## config.mk

```make
export PLATFORM = sky130hd
export DESIGN_NAME = cv32e41s_obi_rr_arbiter_flat
export DESIGN_NICKNAME = d
export VERILOG_FILES = /design/src/rtl/cv32e41s_bus_pkg.sv /design/src/rtl/cv32e41s_obi_rr_arbiter_if.sv /design/src/rtl/cv32e41s_id_fifo.sv /design/src/rtl/cv32e41s_obi_rr_arbiter.sv /design/src/flat_wrapper.sv
export SDC_FILE = /design/constraint.sdc
export NUM_CORES = 1
export LEC_CHECK = 0
export ABC_AREA = 1
export CAP_MARGIN = 20
export CORE_AREA = 3 3 123 125
export DETAILED_ROUTE_END_ITERATION = 16
export DIE_AREA = 0 0 126 128
export PLACE_DENSITY = 0.52
export SYNTH_ARGS = -nofsm -noshare
export SYNTH_HDL_FRONTEND = slang
export SYNTH_SLANG_ARGS = --single-unit
```

## constraint.sdc

```tcl
create_clock -name clk_i -period 3.3 [get_ports clk_i]
set_clock_uncertainty 0.15 [all_clocks]
set_input_delay 0.33 -clock clk_i [delete_from_list [all_inputs] [get_ports clk_i]]
set_output_delay 0.33 -clock clk_i [all_outputs]
set_load 0.02 [all_outputs]
```

## src/rtl/cv32e41s_bus_pkg.sv

```systemverilog
// Shared types and helpers for the OBI round-robin arbiter slice.
package cv32e41s_bus_pkg;

    localparam int unsigned OBI_ADDR_W = 32;
    localparam int unsigned OBI_DATA_W = 32;
    localparam int unsigned OBI_BE_W   = OBI_DATA_W / 8;

    typedef struct packed {
        logic                  req;
        logic [OBI_ADDR_W-1:0] addr;
        logic                  we;
        logic [OBI_BE_W-1:0]   be;
        logic [OBI_DATA_W-1:0] wdata;
    } obi_req_t;

    typedef struct packed {
        logic                  rvalid;
        logic [OBI_DATA_W-1:0] rdata;
        logic                  err;
    } obi_rsp_t;

    // LOCK_HELD: a request was offered but not granted; selection is frozen.
    typedef enum logic {
        LOCK_IDLE = 1'b0,
        LOCK_HELD = 1'b1
    } lock_state_e;

    function automatic int unsigned host_id_width(input int unsigned n);
        return (n > 1) ? $clog2(n) : 1;
    endfunction

endpackage

```

## src/rtl/cv32e41s_obi_rr_arbiter_if.sv

```systemverilog
// Host-side and target-side OBI signals of the arbiter, named from the arbiter's view.
// Handshake: a request transfers on a rising edge where req and gnt are both high;
// a response is a single-cycle rvalid pulse, returned in request order.
interface cv32e41s_obi_rr_arbiter_if
    import cv32e41s_bus_pkg::*;
#(
    parameter int unsigned NrHosts        = 2,
    parameter int unsigned MaxOutstanding = 2,
    parameter int unsigned DataWidth      = 32,
    parameter int unsigned AddressWidth   = 32
);
    localparam int unsigned BeW  = DataWidth / 8;
    localparam int unsigned CntW = $clog2(MaxOutstanding + 1);

    logic [NrHosts-1:0]                   host_req_i;
    logic [NrHosts-1:0]                   host_gnt_o;
    logic [NrHosts-1:0][AddressWidth-1:0] host_addr_i;
    logic [NrHosts-1:0]                   host_we_i;
    logic [NrHosts-1:0][BeW-1:0]          host_be_i;
    logic [NrHosts-1:0][DataWidth-1:0]    host_wdata_i;
    logic [NrHosts-1:0]                   host_rvalid_o;
    logic [NrHosts-1:0][DataWidth-1:0]    host_rdata_o;
    logic [NrHosts-1:0]                   host_err_o;

    logic                    mem_req_o;
    logic [AddressWidth-1:0] mem_addr_o;
    logic                    mem_we_o;
    logic [BeW-1:0]          mem_be_o;
    logic [DataWidth-1:0]    mem_wdata_o;
    logic                    mem_gnt_i;
    logic                    mem_rvalid_i;
    logic [DataWidth-1:0]    mem_rdata_i;
    logic                    mem_err_i;

    logic [CntW-1:0] outstanding_o;
    logic            spurious_rvalid_o;
    lock_state_e     lock_dbg_o;

    modport slave (
        input  host_req_i, host_addr_i, host_we_i, host_be_i, host_wdata_i,
        output host_gnt_o, host_rvalid_o, host_rdata_o, host_err_o,
        output mem_req_o, mem_addr_o, mem_we_o, mem_be_o, mem_wdata_o,
        input  mem_gnt_i, mem_rvalid_i, mem_rdata_i, mem_err_i,
        output outstanding_o, spurious_rvalid_o, lock_dbg_o
    );

    modport master (
        output host_req_i, host_addr_i, host_we_i, host_be_i, host_wdata_i,
        input  host_gnt_o, host_rvalid_o, host_rdata_o, host_err_o,
        input  mem_req_o, mem_addr_o, mem_we_o, mem_be_o, mem_wdata_o,
        output mem_gnt_i, mem_rvalid_i, mem_rdata_i, mem_err_i,
        input  outstanding_o, spurious_rvalid_o, lock_dbg_o
    );

endinterface

```

## src/rtl/cv32e41s_id_fifo.sv

```systemverilog
// In-order FIFO of host IDs for accepted-but-unanswered transactions.
module cv32e41s_id_fifo #(
    parameter int unsigned Depth = 2,
    parameter int unsigned Width = 1
) (
    input  logic                         clk_i,
    input  logic                         rst_i,
    input  logic                         push_i,
    input  logic                         pop_i,
    input  logic [Width-1:0]             data_i,
    output logic [Width-1:0]             head_o,
    output logic                         full_o,
    output logic                         empty_o,
    output logic [$clog2(Depth+1)-1:0]   count_o
);
    localparam int unsigned PtrW = (Depth > 1) ? $clog2(Depth) : 1;
    localparam int unsigned CntW = $clog2(Depth + 1);

    logic [Width-1:0] mem_q [Depth];
    logic [PtrW-1:0]  wr_ptr_q, rd_ptr_q;
    logic [CntW-1:0]  count_q;
    logic             push_ok, pop_ok;

    function automatic logic [PtrW-1:0] ptr_inc(input logic [PtrW-1:0] p);
        return (p == PtrW'(Depth - 1)) ? '0 : p + PtrW'(1);
    endfunction

    assign full_o  = (count_q == CntW'(Depth));
    assign empty_o = (count_q == '0);
    assign push_ok = push_i && !full_o;
    assign pop_ok  = pop_i && !empty_o;
    assign head_o  = mem_q[rd_ptr_q];
    assign count_o = count_q;

    // Storage needs no reset: occupancy alone says which entries are valid.
    always_ff @(posedge clk_i) begin
        if (push_ok) begin
            mem_q[wr_ptr_q] <= data_i;
        end
    end

    always_ff @(posedge clk_i or posedge rst_i) begin
        if (rst_i) begin
            wr_ptr_q <= '0;
            rd_ptr_q <= '0;
            count_q  <= '0;
        end else begin
            if (push_ok) wr_ptr_q <= ptr_inc(wr_ptr_q);
            if (pop_ok)  rd_ptr_q <= ptr_inc(rd_ptr_q);
            case ({push_ok, pop_ok})
                2'b10:   count_q <= count_q + CntW'(1);
                2'b01:   count_q <= count_q - CntW'(1);
                default: count_q <= count_q;
            endcase
        end
    end

endmodule

```

## src/rtl/cv32e41s_obi_rr_arbiter.sv

```systemverilog
// Round-robin OBI arbiter: N hosts share one target; a request that is offered but
// not granted stays locked to its host, and response routing follows an ID FIFO.
module cv32e41s_obi_rr_arbiter
    import cv32e41s_bus_pkg::*;
#(
    parameter int unsigned NrHosts        = 2,
    parameter int unsigned MaxOutstanding = 2,
    parameter int unsigned DataWidth      = 32,
    parameter int unsigned AddressWidth   = 32
) (
    input  logic                        clk_i,
    input  logic                        rst_i,
    cv32e41s_obi_rr_arbiter_if.slave    bus
);
    localparam int unsigned IdW  = host_id_width(NrHosts);
    localparam int unsigned CntW = $clog2(MaxOutstanding + 1);
    localparam int unsigned BeW  = DataWidth / 8;
    localparam logic [IdW-1:0] LastId = IdW'(NrHosts - 1);

    lock_state_e       lock_q;
    logic [IdW-1:0]    locked_sel_q, rr_ptr_q;
    logic              spurious_q;
    logic [IdW-1:0]    arb_sel, sel, fifo_head;
    logic              mem_req, accept, pop, fifo_full, fifo_empty;
    logic [CntW-1:0]   fifo_count;

    logic [AddressWidth-1:0] sel_addr;
    logic                    sel_we;
    logic [BeW-1:0]          sel_be;
    logic [DataWidth-1:0]    sel_wdata;

    always_comb begin
        int unsigned idx;
        logic [IdW-1:0] cand;
        logic found;
        arb_sel = rr_ptr_q;
        found   = 1'b0;
        idx     = 0;
        cand    = '0;
        for (int unsigned i = 0; i < NrHosts; i++) begin
            idx  = (int'(rr_ptr_q) + i) % NrHosts;
            cand = IdW'(idx);
            if (!found && bus.host_req_i[cand]) begin
                arb_sel = cand;
                found   = 1'b1;
            end
        end
    end

    assign sel = (lock_q == LOCK_HELD) ? locked_sel_q : arb_sel;
    // Gating with rst_i keeps the target port quiet while reset is asserted.
    assign mem_req = !rst_i && bus.host_req_i[sel] && !fifo_full;
    assign accept  = mem_req && bus.mem_gnt_i;
    assign pop     = bus.mem_rvalid_i && !fifo_empty;

    always_comb begin
        sel_addr  = '0;
        sel_we    = 1'b0;
        sel_be    = '0;
        sel_wdata = '0;
        if (mem_req) begin
            sel_addr  = bus.host_addr_i[sel];
            sel_we    = bus.host_we_i[sel];
            sel_be    = bus.host_be_i[sel];
            sel_wdata = bus.host_wdata_i[sel];
        end
    end

    assign bus.mem_req_o   = mem_req;
    assign bus.mem_addr_o  = sel_addr;
    assign bus.mem_we_o    = sel_we;
    assign bus.mem_be_o    = sel_be;
    assign bus.mem_wdata_o = sel_wdata;

    always_comb begin
        bus.host_gnt_o    = '0;
        bus.host_rvalid_o = '0;
        bus.host_rdata_o  = '0;
        bus.host_err_o    = '0;
        if (accept) bus.host_gnt_o[sel] = 1'b1;
        if (pop) begin
            bus.host_rvalid_o[fifo_head] = 1'b1;
            bus.host_rdata_o[fifo_head]  = bus.mem_rdata_i;
            bus.host_err_o[fifo_head]    = bus.mem_err_i;
        end
    end

    assign bus.outstanding_o     = fifo_count;
    assign bus.spurious_rvalid_o = spurious_q;
    assign bus.lock_dbg_o        = lock_q;

    always_ff @(posedge clk_i or posedge rst_i) begin
        if (rst_i) begin
            lock_q       <= LOCK_IDLE;
            locked_sel_q <= '0;
            rr_ptr_q     <= '0;
            spurious_q   <= 1'b0;
        end else begin
            case (lock_q)
                LOCK_IDLE: if (mem_req && !bus.mem_gnt_i) begin
                    lock_q       <= LOCK_HELD;
                    locked_sel_q <= sel;
                end
                LOCK_HELD: if (accept) lock_q <= LOCK_IDLE;
                default:   lock_q <= LOCK_IDLE;
            endcase
            if (accept) rr_ptr_q <= (sel == LastId) ? '0 : sel + IdW'(1);
            if (bus.mem_rvalid_i && fifo_empty) spurious_q <= 1'b1;
        end
    end

    cv32e41s_id_fifo #(
        .Depth (MaxOutstanding),
        .Width (IdW)
    ) u_id_fifo (
        .clk_i   (clk_i),
        .rst_i   (rst_i),
        .push_i  (accept),
        .pop_i   (pop),
        .data_i  (sel),
        .head_o  (fifo_head),
        .full_o  (fifo_full),
        .empty_o (fifo_empty),
        .count_o (fifo_count)
    );

endmodule

```

## src/flat_wrapper.sv

```systemverilog
// flat-port wrapper written by rule: the top's interface ports become plain ports
module cv32e41s_obi_rr_arbiter_flat import cv32e41s_bus_pkg::*;
#(
    parameter int unsigned NrHosts        = 2,
    parameter int unsigned MaxOutstanding = 2,
    parameter int unsigned DataWidth      = 32,
    parameter int unsigned AddressWidth   = 32
)
  (clk_i, rst_i, bus_host_req_i, bus_host_addr_i, bus_host_we_i, bus_host_be_i, bus_host_wdata_i, bus_host_gnt_o, bus_host_rvalid_o, bus_host_rdata_o, bus_host_err_o, bus_mem_req_o, bus_mem_addr_o, bus_mem_we_o, bus_mem_be_o, bus_mem_wdata_o, bus_mem_gnt_i, bus_mem_rvalid_i, bus_mem_rdata_i, bus_mem_err_i, bus_outstanding_o, bus_spurious_rvalid_o, bus_lock_dbg_o);
  cv32e41s_obi_rr_arbiter_if #(.NrHosts(NrHosts), .MaxOutstanding(MaxOutstanding), .DataWidth(DataWidth), .AddressWidth(AddressWidth)) bus_i ();
  input  logic clk_i;
  input  logic rst_i;
  input wire logic [$bits(bus_i.host_req_i)-1:0] bus_host_req_i;
  input wire logic [$bits(bus_i.host_addr_i)-1:0] bus_host_addr_i;
  input wire logic [$bits(bus_i.host_we_i)-1:0] bus_host_we_i;
  input wire logic [$bits(bus_i.host_be_i)-1:0] bus_host_be_i;
  input wire logic [$bits(bus_i.host_wdata_i)-1:0] bus_host_wdata_i;
  output wire logic [$bits(bus_i.host_gnt_o)-1:0] bus_host_gnt_o;
  output wire logic [$bits(bus_i.host_rvalid_o)-1:0] bus_host_rvalid_o;
  output wire logic [$bits(bus_i.host_rdata_o)-1:0] bus_host_rdata_o;
  output wire logic [$bits(bus_i.host_err_o)-1:0] bus_host_err_o;
  output wire logic [$bits(bus_i.mem_req_o)-1:0] bus_mem_req_o;
  output wire logic [$bits(bus_i.mem_addr_o)-1:0] bus_mem_addr_o;
  output wire logic [$bits(bus_i.mem_we_o)-1:0] bus_mem_we_o;
  output wire logic [$bits(bus_i.mem_be_o)-1:0] bus_mem_be_o;
  output wire logic [$bits(bus_i.mem_wdata_o)-1:0] bus_mem_wdata_o;
  input wire logic [$bits(bus_i.mem_gnt_i)-1:0] bus_mem_gnt_i;
  input wire logic [$bits(bus_i.mem_rvalid_i)-1:0] bus_mem_rvalid_i;
  input wire logic [$bits(bus_i.mem_rdata_i)-1:0] bus_mem_rdata_i;
  input wire logic [$bits(bus_i.mem_err_i)-1:0] bus_mem_err_i;
  output wire logic [$bits(bus_i.outstanding_o)-1:0] bus_outstanding_o;
  output wire logic [$bits(bus_i.spurious_rvalid_o)-1:0] bus_spurious_rvalid_o;
  output wire logic [$bits(bus_i.lock_dbg_o)-1:0] bus_lock_dbg_o;
  assign bus_i.host_req_i = bus_host_req_i;
  assign bus_i.host_addr_i = bus_host_addr_i;
  assign bus_i.host_we_i = bus_host_we_i;
  assign bus_i.host_be_i = bus_host_be_i;
  assign bus_i.host_wdata_i = bus_host_wdata_i;
  assign bus_host_gnt_o = bus_i.host_gnt_o;
  assign bus_host_rvalid_o = bus_i.host_rvalid_o;
  assign bus_host_rdata_o = bus_i.host_rdata_o;
  assign bus_host_err_o = bus_i.host_err_o;
  assign bus_mem_req_o = bus_i.mem_req_o;
  assign bus_mem_addr_o = bus_i.mem_addr_o;
  assign bus_mem_we_o = bus_i.mem_we_o;
  assign bus_mem_be_o = bus_i.mem_be_o;
  assign bus_mem_wdata_o = bus_i.mem_wdata_o;
  assign bus_i.mem_gnt_i = bus_mem_gnt_i;
  assign bus_i.mem_rvalid_i = bus_mem_rvalid_i;
  assign bus_i.mem_rdata_i = bus_mem_rdata_i;
  assign bus_i.mem_err_i = bus_mem_err_i;
  assign bus_outstanding_o = bus_i.outstanding_o;
  assign bus_spurious_rvalid_o = bus_i.spurious_rvalid_o;
  assign bus_lock_dbg_o = bus_i.lock_dbg_o;
  cv32e41s_obi_rr_arbiter #(.NrHosts(NrHosts), .MaxOutstanding(MaxOutstanding), .DataWidth(DataWidth), .AddressWidth(AddressWidth)) u_core (.clk_i(clk_i), .rst_i(rst_i), .bus(bus_i));
endmodule
```

==> impl_metrics.py, run 1 <==
metrics = {
    "placed_design": {
        "dp.cells": 882,
        "port_buffers": 320,
        "gp_congestion": 0.930,
        "place_area_um2": 5320,
        "dp_hpwl_mm": 10.9,
    },
    "sta": {
        "finalHoldViolCount": 0,
        "rsz0062_at_grt": "false",
        "slew_viol_final": 0,
        "setup_viol": 0,
        "fin_crit_ns": 3.03,
        "worstMarginPinSlew_ns": 0.538,
        "fmax_mhz": 330,
        "finalCritPeriodShare_pct": 91.8,
        "tns_ns": 0,
        "slew_headroom_pct": 64.1,
    },
    "status": {
        "status": "finished clean",
    },
    "cts": {
        "worstSkewPairLatency_ns": 0.23,
        "cts-resized-gates": 0,
        "clkTransAtPathRegs_ns": 0.04,
        "cts_tree": "built",
        "cts_hold_buf": 0,
        "htreeDepth": 1,
        "numCtsBuffers": 3,
        "clock-sinks": 10,
        "postCtsSetupRepairBufs": 0,
        "clockBufferDepth": 2,
        "cts-root-buf": "clkbuf_16",
    },
    "grt": {
        "grt_max_degree": 69,
        "antenna_found_initial": 0,
        "grt_pass1_wl_mm": 18.8,
        "gr-total-overflow": 0,
        "track_usage_pct": 14.4,
        "grt_pass1_vias": 3542,
    },
    "logic_synthesis": {
        "synthFlopType": "dfrtp_1",
        "ys_types": 22,
        "ys.warnings.count": 0,
        "avgSynthCellArea_um2": 4.89,
        "ys_async_sr_fraction_pct": 80.0,
        "seq_area_frac_synth_pct": 13.2,
        "synth-seq-cells": 10,
        "syn_area_um2": 1970,
        "syn_nets": 581,
        "synth_edf_count": 2,
        "syn_inst": 403,
    },
    "hold_path": {
        "hold_path_class": "primary input to asynchronous set/reset pin",
    },
    "drt": {
        "vias_per_cell": 4.00,
        "wire_per_inst_um": 14.6,
        "routed_wl_mm": 13.0,
        "drt_iter0_drc": 91,
        "drc": 0,
        "dr.pass1.iters": 4,
        "num_vias": 3544,
        "antenna_left": 0,
    },
    "cells_and_area": {
        "drive_above_1_share_pct": 2.69,
        "seqCellArea_um2": 260,
        "final_area_um2": 5400,
        "multi_input_area_um2": 1350,
        "finalNonFillerCells": 886,
        "num_antenna_cells": 0,
        "fin_nets": 885,
        "num-fill-cells": 1474,
        "area_growth_pct": 174,
    },
    "setup_path": {
        "critPathArrivalTime_ns": 2.55,
        "crit_fanout": 68,
        "endpoint_kind": "primary output",
        "cp.required_ns": 2.82,
        "crit_path_start_kind": "primary input",
        "path_cells": "clkdlybuf4s50_1, nor2_1, nor2_1, nand2_1, nand2_2, nand2_2, nand3_2, buf_12, a21oi_1, clkdlybuf4s50_1",
        "crit_type": "primary input to primary output",
        "cp_slowest_cell": "clkdlybuf4s50_1",
        "r2r_slack_ns": 1.08,
        "max_stage_delay_ns": 0.64,
    },
    "power_and_ir_drop": {
        "p_per_area_nw_per_um2": 580,
        "vdd.ir_drop.worst_mv": 0.330,
        "leakage_nw": 2.30,
    },
    "floorplanning": {
        "ios": 321,
        "initial_core_util_pct": 14.1,
        "dieWidth_um": 126,
        "rows": 43,
        "die_h_um": 128,
        "die_area_um2": 16100,
        "core_um2": 14000,
    },
    "job": {
        "cap_violations": 0,
    },
}
registers in the layout, summed over array words and instances (netlist names):
register	cells
u_core.rr_ptr_q	1
u_core.u_id_fifo.mem_q	2
u_core.bus.lock_dbg_o	1
u_core.u_id_fifo.wr_ptr_q	1
u_core.u_id_fifo.rd_ptr_q	1
u_core.u_id_fifo.count_o	2
u_core.locked_sel_q	1
u_core.bus.spurious_rvalid_o	1
final timing paths:
check	startpoint	to	cells after the start
hold reg to reg	u_core.bus.spurious_rvalid_o	u_core.bus.spurious_rvalid_o	1
setup / recovery	bus_host_req_i[1]	bus_mem_wdata_o[1]	10
setup reg to reg	u_core.rr_ptr_q	u_core.u_id_fifo.count_o[1]	11
min in group clk_i	u_core.bus.spurious_rvalid_o	u_core.bus.spurious_rvalid_o	1
hold / removal	rst_i	u_core.bus.lock_dbg_o	2
max in group asynchronous	rst_i	u_core.rr_ptr_q	2
cells in the final DEF (no fill, tap or decap), drive strengths merged:
| cell type | n |
|---|---|
| dfrtp | 8 |
| clkinv | 1 |
| a21oi | 73 |
| nand4 | 2 |
| a31o | 1 |
| nor2 | 74 |
| inv | 50 |
| nand2 | 155 |
| buf | 6 |
| or2 | 1 |
| xnor2 | 1 |
| xor2 | 2 |
| edfxtp | 2 |
| nand3 | 5 |
| o21ai | 1 |
| clkbuf | 3 |
| ha | 1 |
| clkdlybuf4s50 | 320 |
power by group:
part | total, mW | switching (mW) | internal [mW]
logic | 2.69 | 1.53 | 1.16
registers | 0.221 | 0.0424 | 0.178
clock network | 0.214 | 0.0551 | 0.159
total | 3.13 | 1.63 | 1.50
cell families (layout without fill, tap and decap cells):
group	after synthesis	after routing	share of synthesized area [%]
simple gates	237	237	46.4
buf+inv	77	380	18.4
compound gates	75	75	20.0
flops	10	10	13.2
xor+xnor	3	3	1.33
fa+ha+maj	1	1	0.635
worst max-delay path, delay by kind of cell:
| family | cells | cell delay (ns) |
|---|---|---|
| buffers and inverters | 3 | 1.32 |
| AND/OR/NAND/NOR | 6 | 0.66 |
| AO/OA/AOI/OAI | 1 | 0.19 |
area by class of cell:
type	count	area share [%]
sequential	10	4.82
multi-input combinational	316	24.9
inverter	50	3.48
clock buffer	3	1.39
timing repair buffer	326	61.1
clock inverter	1	0.0696
tap	180	4.17
synth_stat cells (2+ instances only):
library cell | n | area [um^2]
a21oi_1 | 71 | 355
buf_2 | 20 | 100
buf_6 | 6 | 67.6
dfrtp_1 | 8 | 200
edfxtp_1 | 2 | 60.1
inv_1 | 47 | 176
inv_2 | 3 | 11.3
nand2_1 | 153 | 574
nand2_2 | 2 | 12.5
nand3_1 | 4 | 20.0
nand4_1 | 2 | 12.5
nor2_1 | 74 | 278
xor2_1 | 2 | 17.5
metal layers:
layer	vias to the layer above	global-route usage [%]	share of wire, %
met5	-	0	0
met4	0	2.71	1.1
met3	10	3.08	8.0
met2	198	28.7	54
met1	1506	15.7	37
li1	1830	-	-
metrics by stage:
stage,worst slack (ns),hold slack (ns),power [mW],utilization [%]
floorplan,1.04,-0.00434,1.69,-
global placement,0.274,0.302,2.95,38.0
detailed placement,0.261,0.308,2.94,38.0
CTS,0.241,0.275,3.16,38.6
global route,0.0305,0.291,3.37,38.6
finish,0.271,0.255,3.13,38.6
Power figures use the tool's default switching activity.
==> run 2, diff against run 1 <==
--- a/config.mk
+++ b/config.mk
@@ -10,7 +10,10 @@
 export CORE_AREA = 3 3 123 125
 export DETAILED_ROUTE_END_ITERATION = 16
 export DIE_AREA = 0 0 126 128
+export MAX_ROUTING_LAYER = met4
 export PLACE_DENSITY = 0.52
+export SLEW_MARGIN = 10
 export SYNTH_ARGS = -nofsm -noshare
 export SYNTH_HDL_FRONTEND = slang
 export SYNTH_SLANG_ARGS = --single-unit
+export TNS_END_PERCENT = 1
==> run 2 against run 1 <==
  * Global-route usage increased by 0.41 points
  * Via count up 0.20%
  * Die area did not move
  * Utilization did not move
  * Sequential share of layout area unchanged
==> impl_metrics.py, run 2 (synthesis gave the netlist of run 1 again) <==
metrics = {
    "status": {
        "status": "finished clean",
    },
    "power_and_ir_drop": {
        "switching_share_pct": 52.1,
        "p_per_area_nw_per_um2": 579,
        "p_seq_share_pct": 7.1,
        "comb_power_share_pct": 86.1,
        "intPower_mw": 1.50,
        "p_clk_share_pct": 6.8,
        "vdd.ir_drop.worst_mv": 0.327,
        "leakage_nw": 2.30,
        "p_switching_mw": 1.63,
    },
    "sta": {
        "finalCritPeriodShare_pct": 93.0,
        "slew_viol_final": 0,
        "slew_headroom_pct": 64.1,
        "setup_viol": 0,
        "worstMarginPinSlew_ns": 0.538,
        "fin_crit_ns": 3.07,
        "fmax_mhz": 326,
        "setup_slack_ns": 0.230,
        "finalHoldViolCount": 0,
        "rsz0062_at_grt": "false",
        "tns_ns": 0,
    },
    "grt": {
        "antenna_found_initial": 0,
        "grt_max_degree": 69,
        "gr-total-overflow": 0,
        "grt_pass1_wl_mm": 18.8,
        "track_usage_pct": 14.8,
        "grt_pass1_vias": 3549,
    },
    "cells_and_area": {
        "finalNonFillerCells": 886,
        "fin_nets": 885,
        "fin_util_pct": 38.6,
        "num_antenna_cells": 0,
        "final_common_cell": "clkdlybuf4s50_1",
        "area_growth_pct": 174,
        "drive_above_1_share_pct": 2.69,
        "final_cell_mix": "320 x clkdlybuf4s50_1, 153 x nand2_1, 74 x nor2_1",
    },
    "setup_path": {
        "crit_fanout": 68,
        "crit_path_start_kind": "primary input",
        "r2r_slack_ns": 1.08,
        "rr_worst_depth": 11,
        "worstReg2RegEnd": "u_core.u_id_fifo.count_o[1]",
        "crit_type": "primary input to primary output",
        "cp.required_ns": 2.82,
        "critPathArrivalTime_ns": 2.59,
        "r2r-start": "u_core.rr_ptr_q",
        "endpoint_kind": "primary output",
    },
    "drt": {
        "routed_wl_mm": 12.9,
        "wire_per_inst_um": 14.6,
        "num_vias": 3551,
        "drt_iter0_drc": 122,
        "antenna_left": 0,
        "dr.pass1.iters": 4,
        "drc": 0,
        "vias_per_cell": 4.01,
    },
    "cts": {
        "numCtsBuffers": 3,
        "clockBufferDepth": 2,
        "clkTransAtPathRegs_ns": 0.04,
        "cts-root-buf": "clkbuf_16",
        "cts-resized-gates": 0,
        "postCtsSetupRepairBufs": 0,
        "clock-sinks": 10,
        "htreeDepth": 1,
        "cts_tree": "built",
        "worstSkewPairLatency_ns": 0.23,
        "cts_hold_buf": 0,
    },
    "placed_design": {
        "dp_hpwl_mm": 10.9,
        "port_buffers": 320,
        "gp_congestion": 0.946,
        "dp.cells": 882,
        "pre_cts_ws_ns": 0.261,
    },
    "floorplanning": {
        "initial_core_util_pct": 14.1,
        "ios": 321,
        "rows": 43,
        "die_area_um2": 16100,
        "dieWidth_um": 126,
        "core_um2": 14000,
        "die_h_um": 128,
    },
    "job": {
        "cap_violations": 0,
    },
    "hold_path": {
        "hold_path_class": "primary input to asynchronous set/reset pin",
    },
}
==> run 2: cell counts in the layout (fill, tap and decap cells not counted) <==
Identical to the previous run, type by type.
==> run 2: worst max path at each step <==
stage | startpoint | to | slack (ns) | cells past startpoint
6_report | bus_host_req_i[1] | bus_mem_addr_o[13] | 0.23 | 10
3_5_place_dp | bus_host_req_i[1] | bus_mem_addr_o[13] | 0.26 | 10
5_1_grt | bus_host_req_i[1] | bus_mem_addr_o[13] | 0.04 | 10
2_1_floorplan | u_core.u_id_fifo.count_o[0] | bus_host_rdata_o[10] | 1.04 | 7
3_3_place_gp | bus_host_req_i[1] | bus_mem_addr_o[13] | 0.27 | 10
4_1_cts | bus_host_req_i[1] | bus_mem_addr_o[13] | 0.24 | 10
==> run 2: layer usage <==
layer / track usage [%] / part of all wire [%]
met1: 16.1 / 37
met2: 28.8 / 54
met3: 2.13 / 7.2
met4: 2.71 / 1.1
met5: - / 0
==> run 2: per-stage QoR <==
stage                     total power [mW]  instance area (um^2)  hold slack [ns]
after floorplan                       1.69                  1970         -0.00434
after global placement                2.95                  5320            0.302
after detailed placement              2.94                  5320            0.308
after CTS                             3.16                  5400            0.275
after global routing                  3.37                  5400            0.291
final                                 3.13                  5400            0.255
==> run 2: layout make-up <==
class	instances	area, um^2
repair buffers	326	3300
clock buffers	3	75.1
clock inverters	1	3.75
flip-flops and latches	10	260
well taps	180	225
inverters	50	188
fillers	1474	8590
multi-input cells	316	1350
==> run 2: power by group through the flow <==
stage	Combinational (mW)	Sequential (mW)	Clock [mW]
after global routing	2.91	0.231	0.225
after floorplan	1.46	0.235	0
after CTS	2.73	0.222	0.216
after global placement	2.72	0.223	0
final	2.69	0.221	0.214
after detailed placement	2.71	0.224	0
==> run 2: worst max-delay path, stage by stage <==
cell and delay [ns]:
clkdlybuf4s50_1 0.46, nor2_1 0.11, nor2_1 0.04, nand2_1 0.11
nand2_2 0.16, nand2_2 0.13, nand3_2 0.11, buf_12 0.22
a21oi_1 0.18, clkdlybuf4s50_1 0.69
